## src/rtl/shared_adder_sched.sv

```systemverilog
// Shares one external 4-bit adder between two requesters. A WIDTH-bit sum is built one
// nibble per cycle and returned on a single tagged response channel.
module shared_adder_sched #(
  parameter int WIDTH = 16
) (
  input  logic             clk,
  input  logic             rst_n,
  input  logic             req0_valid,
  output logic             req0_ready,
  input  logic [WIDTH-1:0] req0_a,
  input  logic [WIDTH-1:0] req0_b,
  input  logic             req0_cin,
  input  logic             req1_valid,
  output logic             req1_ready,
  input  logic [WIDTH-1:0] req1_a,
  input  logic [WIDTH-1:0] req1_b,
  input  logic             req1_cin,
  output logic [3:0]       add_a,
  output logic [3:0]       add_b,
  output logic             add_cin,
  input  logic [3:0]       add_sum,
  input  logic             add_cout,
  output logic             resp_valid,
  input  logic             resp_ready,
  output logic [WIDTH-1:0] resp_sum,
  output logic             resp_cout,
  output logic             resp_id,
  output logic             busy
);
  localparam int NIB = WIDTH / 4;
  localparam int IW  = (NIB > 1) ? $clog2(NIB) : 1;
  localparam logic [IW-1:0] LAST = IW'(NIB - 1);

  localparam logic [1:0] IDLE = 2'd0;
  localparam logic [1:0] CALC = 2'd1;
  localparam logic [1:0] DONE = 2'd2;

  logic [1:0]       state;
  logic [IW-1:0]    idx;
  logic             last_grant;
  logic             id_reg;
  logic             carry_reg;
  logic [WIDTH-1:0] a_reg, b_reg, sum_reg;
  logic             grant0, grant1;

  // Round-robin: on contention the requester that did not win last time goes first.
  assign grant0 = req0_valid & (~req1_valid | last_grant);
  assign grant1 = req1_valid & (~req0_valid | ~last_grant);

  assign req0_ready = (state == IDLE) & grant0;
  assign req1_ready = (state == IDLE) & grant1;

  assign resp_valid = (state == DONE);
  assign resp_sum   = sum_reg;
  assign resp_cout  = carry_reg;
  assign resp_id    = id_reg;
  assign busy       = (state != IDLE);

  always_comb begin
    add_a   = '0;
    add_b   = '0;
    add_cin = 1'b0;
    if (state == CALC) begin
      add_a   = a_reg[{idx, 2'b00} +: 4];
      add_b   = b_reg[{idx, 2'b00} +: 4];
      add_cin = carry_reg;
    end
  end

  always_ff @(posedge clk or negedge rst_n) begin
    if (!rst_n) begin
      state      <= IDLE;
      idx        <= '0;
      last_grant <= 1'b1;
      id_reg     <= 1'b0;
      carry_reg  <= 1'b0;
      a_reg      <= '0;
      b_reg      <= '0;
      sum_reg    <= '0;
    end else begin
      case (state)
        IDLE: begin
          if (grant0 | grant1) begin
            a_reg      <= grant1 ? req1_a : req0_a;
            b_reg      <= grant1 ? req1_b : req0_b;
            carry_reg  <= grant1 ? req1_cin : req0_cin;
            id_reg     <= grant1;
            last_grant <= grant1;
            idx        <= '0;
            state      <= CALC;
          end
        end
        CALC: begin
          sum_reg[{idx, 2'b00} +: 4] <= add_sum;
          carry_reg <= add_cout;
          if (idx == LAST) begin
            idx   <= '0;
            state <= DONE;
          end else begin
            idx <= idx + 1'b1;
          end
        end
        DONE: begin
          // Response stays frozen until the consumer takes it.
          if (resp_ready) state <= IDLE;
        end
        default: state <= IDLE;
      endcase
    end
  end
endmodule

```

## config.mk

```make
export PLATFORM = sky130hd
export DESIGN_NAME = shared_adder_sched
export DESIGN_NICKNAME = d
export VERILOG_FILES = /design/src/rtl/shared_adder_sched.sv
export SDC_FILE = /design/constraint.sdc
export NUM_CORES = 1
export LEC_CHECK = 0
export CORE_ASPECT_RATIO = 0.8
export CORE_MARGIN = 1
export CORE_UTILIZATION = 35
export CTS_CLUSTER_DIAMETER = 200
export CTS_CLUSTER_SIZE = 40
export DETAILED_ROUTE_END_ITERATION = 10
export PLACE_DENSITY = 0.64
export SLEW_MARGIN = 5
export SYNTH_ARGS = -nofsm -noshare
export SYNTH_HDL_FRONTEND = slang
export SYNTH_SLANG_ARGS = --single-unit
```

## constraint.sdc

```tcl
create_clock -name clk -period 3.3 [get_ports clk]
set_input_delay 0.66 -clock clk [delete_from_list [all_inputs] [get_ports clk]]
set_output_delay 0.66 -clock clk [all_outputs]
set_load 0.03 [all_outputs]
```

Word-level counts from Yosys, hierarchy flattened
Cells that the tools add are included.
Widths: inputs -> output; s select.
{ "totals": {"input_bits": 76, "word_cells": 52, "output_inout_bits": 31, "reg_bits": 55} }
{ "classes": {"add_sub_neg": 2, "eq_ne": 6, "n_bitwise": 10, "n_mux": 16, "reduce_logical": 6, "shift": 4} }
{ "op_table": {"columns": ["op", "n"], "rows": [
  ["$mux 16", 2],
  ["$shiftx 16x5->4", 2],
  ["$bwmux 16", 1],
  ["$shift 4x6->16 const A", 1],
  ["$shiftx 4x6->16", 1],
  ["$mux 2", 5],
  ["$mux 4", 2],
  ["$ne 2x1->1 const B", 3],
  ["$neg 4->6", 1],
  ["$pmux 2 s3", 1],
  ["$and 1x1->1", 4],
  ["$eq 2x2->1 const B", 2],
  ["$pmux 2 s2", 1],
  ["$reduce_and 2->1", 2],
  ["$reduce_bool 2->1", 2],
  ["$mux 1", 3],
  ["$not 1->1", 3],
  ["$or 1x1->1", 3],
  ["$reduce_and 3->1", 1],
  ["$add 2x1->2 const B", 1],
  ["$eq 2x1->1 const B", 1],
  ["$logic_not 2->1", 1],
  ["$pmux 1 s2", 1]
]} }

Longest topological paths before layout
Gate-level depths: netlist (run 1).
{ "depth": {"ltp_word": 6, "ltp_mapped": 7, "depth_no_buf": 5} }

Worst setup path after synthesis (run 1)
OpenSTA, ideal clock, no wires.
{ "synth_timing": {"kind": "input -> output", "start": "input req0_valid", "end": "output req0_ready", "required_ns": 2.640, "path_stages": 2, "setup_slack_ns": 1.006, "path_buffers": 0, "t_arrival_ns": 1.634, "cell_sequence": "or3b_2 > a21oi_1"} }
{ "synth_via": {"elab_chain_len": 2} }
{ "synth_rtl": {"columns": ["item", "line_no", "text"], "rows": [
  ["start, declared", "8", "input logic req0_valid,"],
  ["$and 1x1->1", "47", "assign grant0 = req0_valid & (~req1_valid | last_grant);"],
  ["$and 1x1->1", "50", "assign req0_ready = (state == IDLE) & grant0;"],
  ["end, declared", "9", "output logic req0_ready,"]
]} }
Every way passes these cells.

Worst setup path in the final report (run 1)
{ "layout_timing": {"start": "register idx[0]", "end": "output add_a[1]"} }
{ "layout_via": {"elab_chain_len": 2} }
{ "layout_rtl": {"columns": ["item", "line_no", "text"], "rows": [
  ["start, declared", "39", "logic [IW-1:0] idx;"],
  ["start signal, assigned", "100", "idx <= idx + 1'b1;"],
  ["$shiftx 16x5->4", "64", "add_a = a_reg[{idx, 2'b00} +: 4];"],
  ["$mux 4", "63", "if (state == CALC) begin"],
  ["end, declared", "18", "output logic [3:0] add_a,"]
]} }
Every way passes these cells.

==> flow_metrics.env, run 1 <==
export IMPL_period_needed_ps=3000
export IMPL_cap_violations=0
export IMPL_hold_buffers=0
export IMPL_routed_via_density=4.90
export IMPL_die_h_um=84.7
export IMPL_start_kind="flip-flop"
export IMPL_cts_setup_buffers=0
export IMPL_clock_sinks=55
export IMPL_antenna_found_initial=0
export IMPL_synth_common_cells="dfrtp_1 (54), mux2_2 (33), nand2_1 (23)"
export IMPL_worst_pin_slew_ps=547
export IMPL_antenna_cells=0
export IMPL_clockBufferDepth=2
export IMPL_drt_iter0_markers=68
export IMPL_dpl_hpwl_mm=5.06
export IMPL_maxSlewViolCount=0
export IMPL_coreArea_um2=8130
export IMPL_drive_gt1_share_pct=22.2
export IMPL_syn_inst=226
export IMPL_syn2layout_area_growth_pct=40.8
export IMPL_route_detailed_drc=0
export IMPL_hp_class="input port to asynchronous set/reset pin"
export IMPL_wl_per_cell_um=15.2
export IMPL_p_leak_nw=1.72
export IMPL_vias=2164
export IMPL_clkTransAtPathRegs_ps=90
export IMPL_synth_nets=308
export IMPL_grt_pass1_wl_mm=11.1
export IMPL_yosysTopAreaCell="dfrtp_1"
export IMPL_seq_area_frac_synth_pct=46.0
export IMPL_dieArea_um2=8930
export IMPL_yosysTopAreaCellShare_pct=45.1
export IMPL_syn_area_um2=3000
export IMPL_drt_pass1_iterations=4
export IMPL_yosys_top_cells_area="dfrtp_1 (45%), mux2_2 (12%), mux2_1 (7.9%), mux4_2 (6.0%), mux2_4 (5.0%)"
export IMPL_hold_violations=0
export IMPL_worstSkewPairLatency_ps=300
export IMPL_r2r_start="idx[0]"
export IMPL_synth_edf_count=0
export IMPL_grt_total_usage_pct=16.0
export IMPL_cp_max_fo=9
export IMPL_nets=416
export IMPL_reg2regPathDepth=6
export IMPL_cts_resized=0
export IMPL_async_flop_share_pct=100
export IMPL_endpoint_kind="output port"
export IMPL_cts_buffers=5
export IMPL_synthFlopType="dfrtp_1"
export IMPL_fin_skew_ps=4.50
export IMPL_worstSetupPathType="flip-flop to output port"
export IMPL_crit_chain="mux4_2 > and2_1 > clkdlybuf4s50_1"
export IMPL_cp_arrival_ps=2340
export IMPL_relSlewSlack_pct=63.3
export IMPL_rsz0062_at_grt="no"
export IMPL_worst_path_max_delay_cell="dfrtp_1"
export IMPL_worst_path_largest_cell_delay_ps=710
export IMPL_gp_congestion=0.702
export IMPL_place_port_buffers=106
export IMPL_worstPathRequired_ps=2640
export IMPL_cts_tree="built"
export IMPL_first_global_vias=2188
export IMPL_start_util_pct=36.9
export IMPL_ys_ff_latch=55
export IMPL_finalSetupTns_ps=0
export IMPL_grt_max_degree=34
export IMPL_row_count=29
export IMPL_outcome="finished, final reports clean"
export IMPL_ys_warn_count=0
export IMPL_die_w_um=105
export IMPL_setup_violations_final=0
export IMPL_hold_ws_ps=267
export IMPL_powerDensity_nw_per_um2=859
export IMPL_r2r_slack_ps=960
export IMPL_finalCritPeriodShare_pct=90.9
export IMPL_yosysMostFrequentCell="dfrtp_1"
export IMPL_io_pins=107
export IMPL_routed_wirelength_mm=6.72
export IMPL_synth_cell_type_count=34
export IMPL_postRouteAntennaNets=0
export IMPL_grt_overflow_total=0
export IMPL_htree_levels=2
export IMPL_synth_area_per_cell_um2=13.3
export IMPL_clockRootBuffer="clkbuf_8"
export IMPL_timing_fmax_ghz=0.334
export IMPL_peakVddDrop_mv=0.375
export IMPL_rr_endpoint="resp_sum[10]"
worst max-delay path: cells and delay by family, from the launching register on:
| family | cells | cell delay, ps |
|---|---|---|
| DFF | 1 | 710 |
| and+or+nand+nor | 1 | 180 |
| muxes | 1 | 560 |
| buffers and inverters | 1 | 590 |
report_power, final:
group | leakage (nW) | internal (mW) | switching [mW]
Sequential | 0.678 | 0.995 | 0.238
Combinational | 0.993 | 1.06 | 0.966
Clock | 0.0470 | 0.165 | 0.201
Total | 1.72 | 2.22 | 1.41
logic make-up (layout without fill, tap and decap cells):
kind of cell | count (synthesis) | in the layout | synth area share [%]
AOI/OAI and AO/OA | 29 | 29 | 6.77
adders and majority gates | 6 | 6 | 2.51
buffers and inverters | 16 | 124 | 4.30
DFF | 55 | 55 | 46.0
muxes | 73 | 73 | 31.7
and+or+nand+nor | 47 | 47 | 8.77
through the flow:
stage / utilization (%) / instances / instance area, um^2 / setup WS (ps) / power [mW]
floorplan: - / 226 / 3000 / 1010 / 2.60
global placement: 50.8 / 435 / 4130 / 575 / 3.26
detailed placement: 50.8 / 435 / 4130 / 526 / 3.29
CTS: 51.9 / 442 / 4220 / 240 / 3.67
global route: 51.9 / 442 / 4220 / 160 / 3.87
finish: 51.9 / 442 / 4220 / 302 / 3.62
placed cells by master (no fill, tap or decap), types with 2 or more instances in the layout:
master             n
mux2_2            33
clkdlybuf4s50_1  103
buf_4              7
clkbuf_8           6
ha_1               6
and2_1            10
inv_1              5
dfrtp_1           54
nor3_1             2
mux2_1            21
o31ai_1            2
nand2_1           23
nand3b_1           2
a21oi_1            2
mux2_4            10
mux4_2             8
nor2b_1            2
o21ai_0           13
a22o_1             9
cell type report:
type	count	area, um^2
Tap cell	108	135
Inverter	5	18.8
Multi-Input combinational cell	155	1490
Clock inverter	1	5.00
Timing Repair Buffer	112	1110
Clock buffer	6	82.6
Sequential cell	55	1380
Fill cell	742	3910
how the worst max path moves through the flow:
| stage | startpoint | to | slack (ps) | cells past startpoint |
|---|---|---|---|---|
| floorplan | req0_valid | req0_ready | 1010 | 2 |
| global placement | req0_valid | req0_ready | 580 | 4 |
| detailed placement | req0_valid | req0_ready | 530 | 4 |
| CTS | idx[0] | add_a[2] | 240 | 3 |
| global route | idx[0] | add_a[0] | 160 | 3 |
| finish | idx[0] | add_a[1] | 300 | 3 |
layer usage:
layer	vias to the layer above	track usage, %	share of wire, %
met3	9	2.80	4.6
li1	1036	-	-
met1	1062	21.9	47
met5	-	0	0
met4	0	4.74	1.5
met2	57	26.0	47
(Power assumes the default switching activity.)
==> run 2: changes to the inputs <==
==> constraint.sdc (replaced) <==
create_clock -name clk -period 3.1 [get_ports clk]
set_input_delay 0.62 -clock clk [delete_from_list [all_inputs] [get_ports clk]]
set_output_delay 0.62 -clock clk [all_outputs]
set_load 0.03 [all_outputs]
==> run 2 against run 1 <==
First-iteration DRC count shrank 5.9%. Core utilization is essentially flat. Non-clock buffer count shrank 1. Largest power group unchanged.
==> flow_metrics.env, run 2 (synthesis results as in run 1) <==
export IMPL_nets=415
export IMPL_setup_violations_final=0
export IMPL_wl_per_cell_um=15.2
export IMPL_clkTransAtPathRegs_ps=100
export IMPL_die_w_um=105
export IMPL_worstPathRequired_ps=2480
export IMPL_route_detailed_drc=0
export IMPL_worst_path_max_delay_cell="clkdlybuf4s50_1"
export IMPL_first_global_vias=2173
export IMPL_final_cell_mix="clkdlybuf4s50_1 (103), dfrtp_1 (53), mux2_2 (33)"
export IMPL_worstSetupPathType="flip-flop to output port"
export IMPL_place_area_um2=4120
export IMPL_grt_max_degree=53
export IMPL_fin_skew_ps=10.6
export IMPL_dpl_hpwl_mm=5.03
export IMPL_finalInstanceArea_um2=4220
export IMPL_grt_overflow_total=0
export IMPL_drt_iter0_markers=64
export IMPL_routed_via_density=4.87
export IMPL_routed_wirelength_mm=6.72
export IMPL_outcome="finished, final reports clean"
export IMPL_fin_ws_ps=306
export IMPL_p_total_mw=3.87
export IMPL_cp_top_family="buffers and inverters"
export IMPL_finalSetupTns_ps=0
export IMPL_start_kind="flip-flop"
export IMPL_finalCritPeriodShare_pct=90.1
export IMPL_worst_path_largest_cell_delay_ps=590
export IMPL_io_pins=107
export IMPL_final_common_cell="clkdlybuf4s50_1"
export IMPL_syn2layout_area_growth_pct=40.8
export IMPL_start_util_pct=36.9
export IMPL_crit_chain="mux4_2 > and2_1 > clkdlybuf4s50_1"
export IMPL_htree_levels=2
export IMPL_dieArea_um2=8930
export IMPL_relSlewSlack_pct=55.5
export IMPL_cp_max_fo=9
export IMPL_grt_total_usage_pct=16.0
export IMPL_powerDensity_nw_per_um2=918
export IMPL_vias=2153
export IMPL_hold_violations=0
export IMPL_place_port_buffers=106
export IMPL_postRouteAntennaNets=0
export IMPL_worstSkewPairLatency_ps=300
export IMPL_clock_sinks=55
export IMPL_dpl_worst_slack_ps=414
export IMPL_antenna_found_initial=0
export IMPL_clockBufferDepth=2
export IMPL_cts_setup_buffers=0
export IMPL_timing_fmax_ghz=0.358
export IMPL_coreArea_um2=8130
export IMPL_rsz0062_at_grt="no"
export IMPL_grt_pass1_wl_mm=11.1
export IMPL_gp_congestion=0.736
export IMPL_die_h_um=84.7
export IMPL_hp_class="input port to asynchronous set/reset pin"
export IMPL_hold_buffers=0
export IMPL_endpoint_kind="output port"
export IMPL_cp_arrival_ps=2170
export IMPL_clockRootBuffer="clkbuf_8"
export IMPL_peakVddDrop_mv=0.413
export IMPL_r2r_slack_ps=930
export IMPL_drt_pass1_iterations=4
export IMPL_cp_num_buf_inv=1
export IMPL_cts_buffers=5
export IMPL_antenna_cells=0
export IMPL_cts_tree="built"
export IMPL_cap_violations=0
export IMPL_period_needed_ps=2790
export IMPL_drive_gt1_share_pct=22.2
export IMPL_worst_pin_slew_ps=668
export IMPL_p_leak_nw=1.71
export IMPL_maxSlewViolCount=0
export IMPL_cts_resized=0
export IMPL_row_count=29
==> run 2: final timing paths <==
| path | start | endpoint | depth (start not counted) |
|---|---|---|---|
| setup / recovery | idx[0] | add_a[1] | 3 |
| hold / removal | rst_n | a_reg[7] | 1 |
| setup reg to reg | idx[1] | resp_sum[11] | 5 |
| hold reg to reg | resp_sum[14] | resp_sum[14] | 2 |
| max in group asynchronous | rst_n | idx[0] | 2 |
| min in group clk | resp_sum[14] | resp_sum[14] | 2 |
==> run 2: final cells by class <==
cell class | count | area, um^2
clock inverter | 1 | 8.76
tap | 108 | 135
timing repair buffer | 111 | 1100
clock buffer | 7 | 86.3
fill | 732 | 3910
multi-input combinational | 155 | 1490
sequential | 55 | 1380
inverter | 5 | 18.8
==> run 2: metal layers <==
metal	up-vias	GRT usage, %	part of all wire [%]
met4	0	3.84	0.65
met2	55	26.6	48
met3	2	2.95	4.6
met5	-	0	0
met1	1065	21.6	46
li1	1031	-	-
==> run 2: report_power, final <==
part	internal, mW	leakage, nW	switching, mW
Combinational	1.12	0.988	1.03
Sequential	1.06	0.677	0.253
Clock	0.184	0.0484	0.220
Total	2.37	1.71	1.50
==> run 2: stage by stage <==
stage,hold WS (ps),std cells,util (%)
after floorplan,324,226,-
after global placement,424,434,50.7
after detailed placement,430,434,50.7
after CTS,97.5,442,51.9
after global routing,92.8,442,51.9
final,102,442,51.9
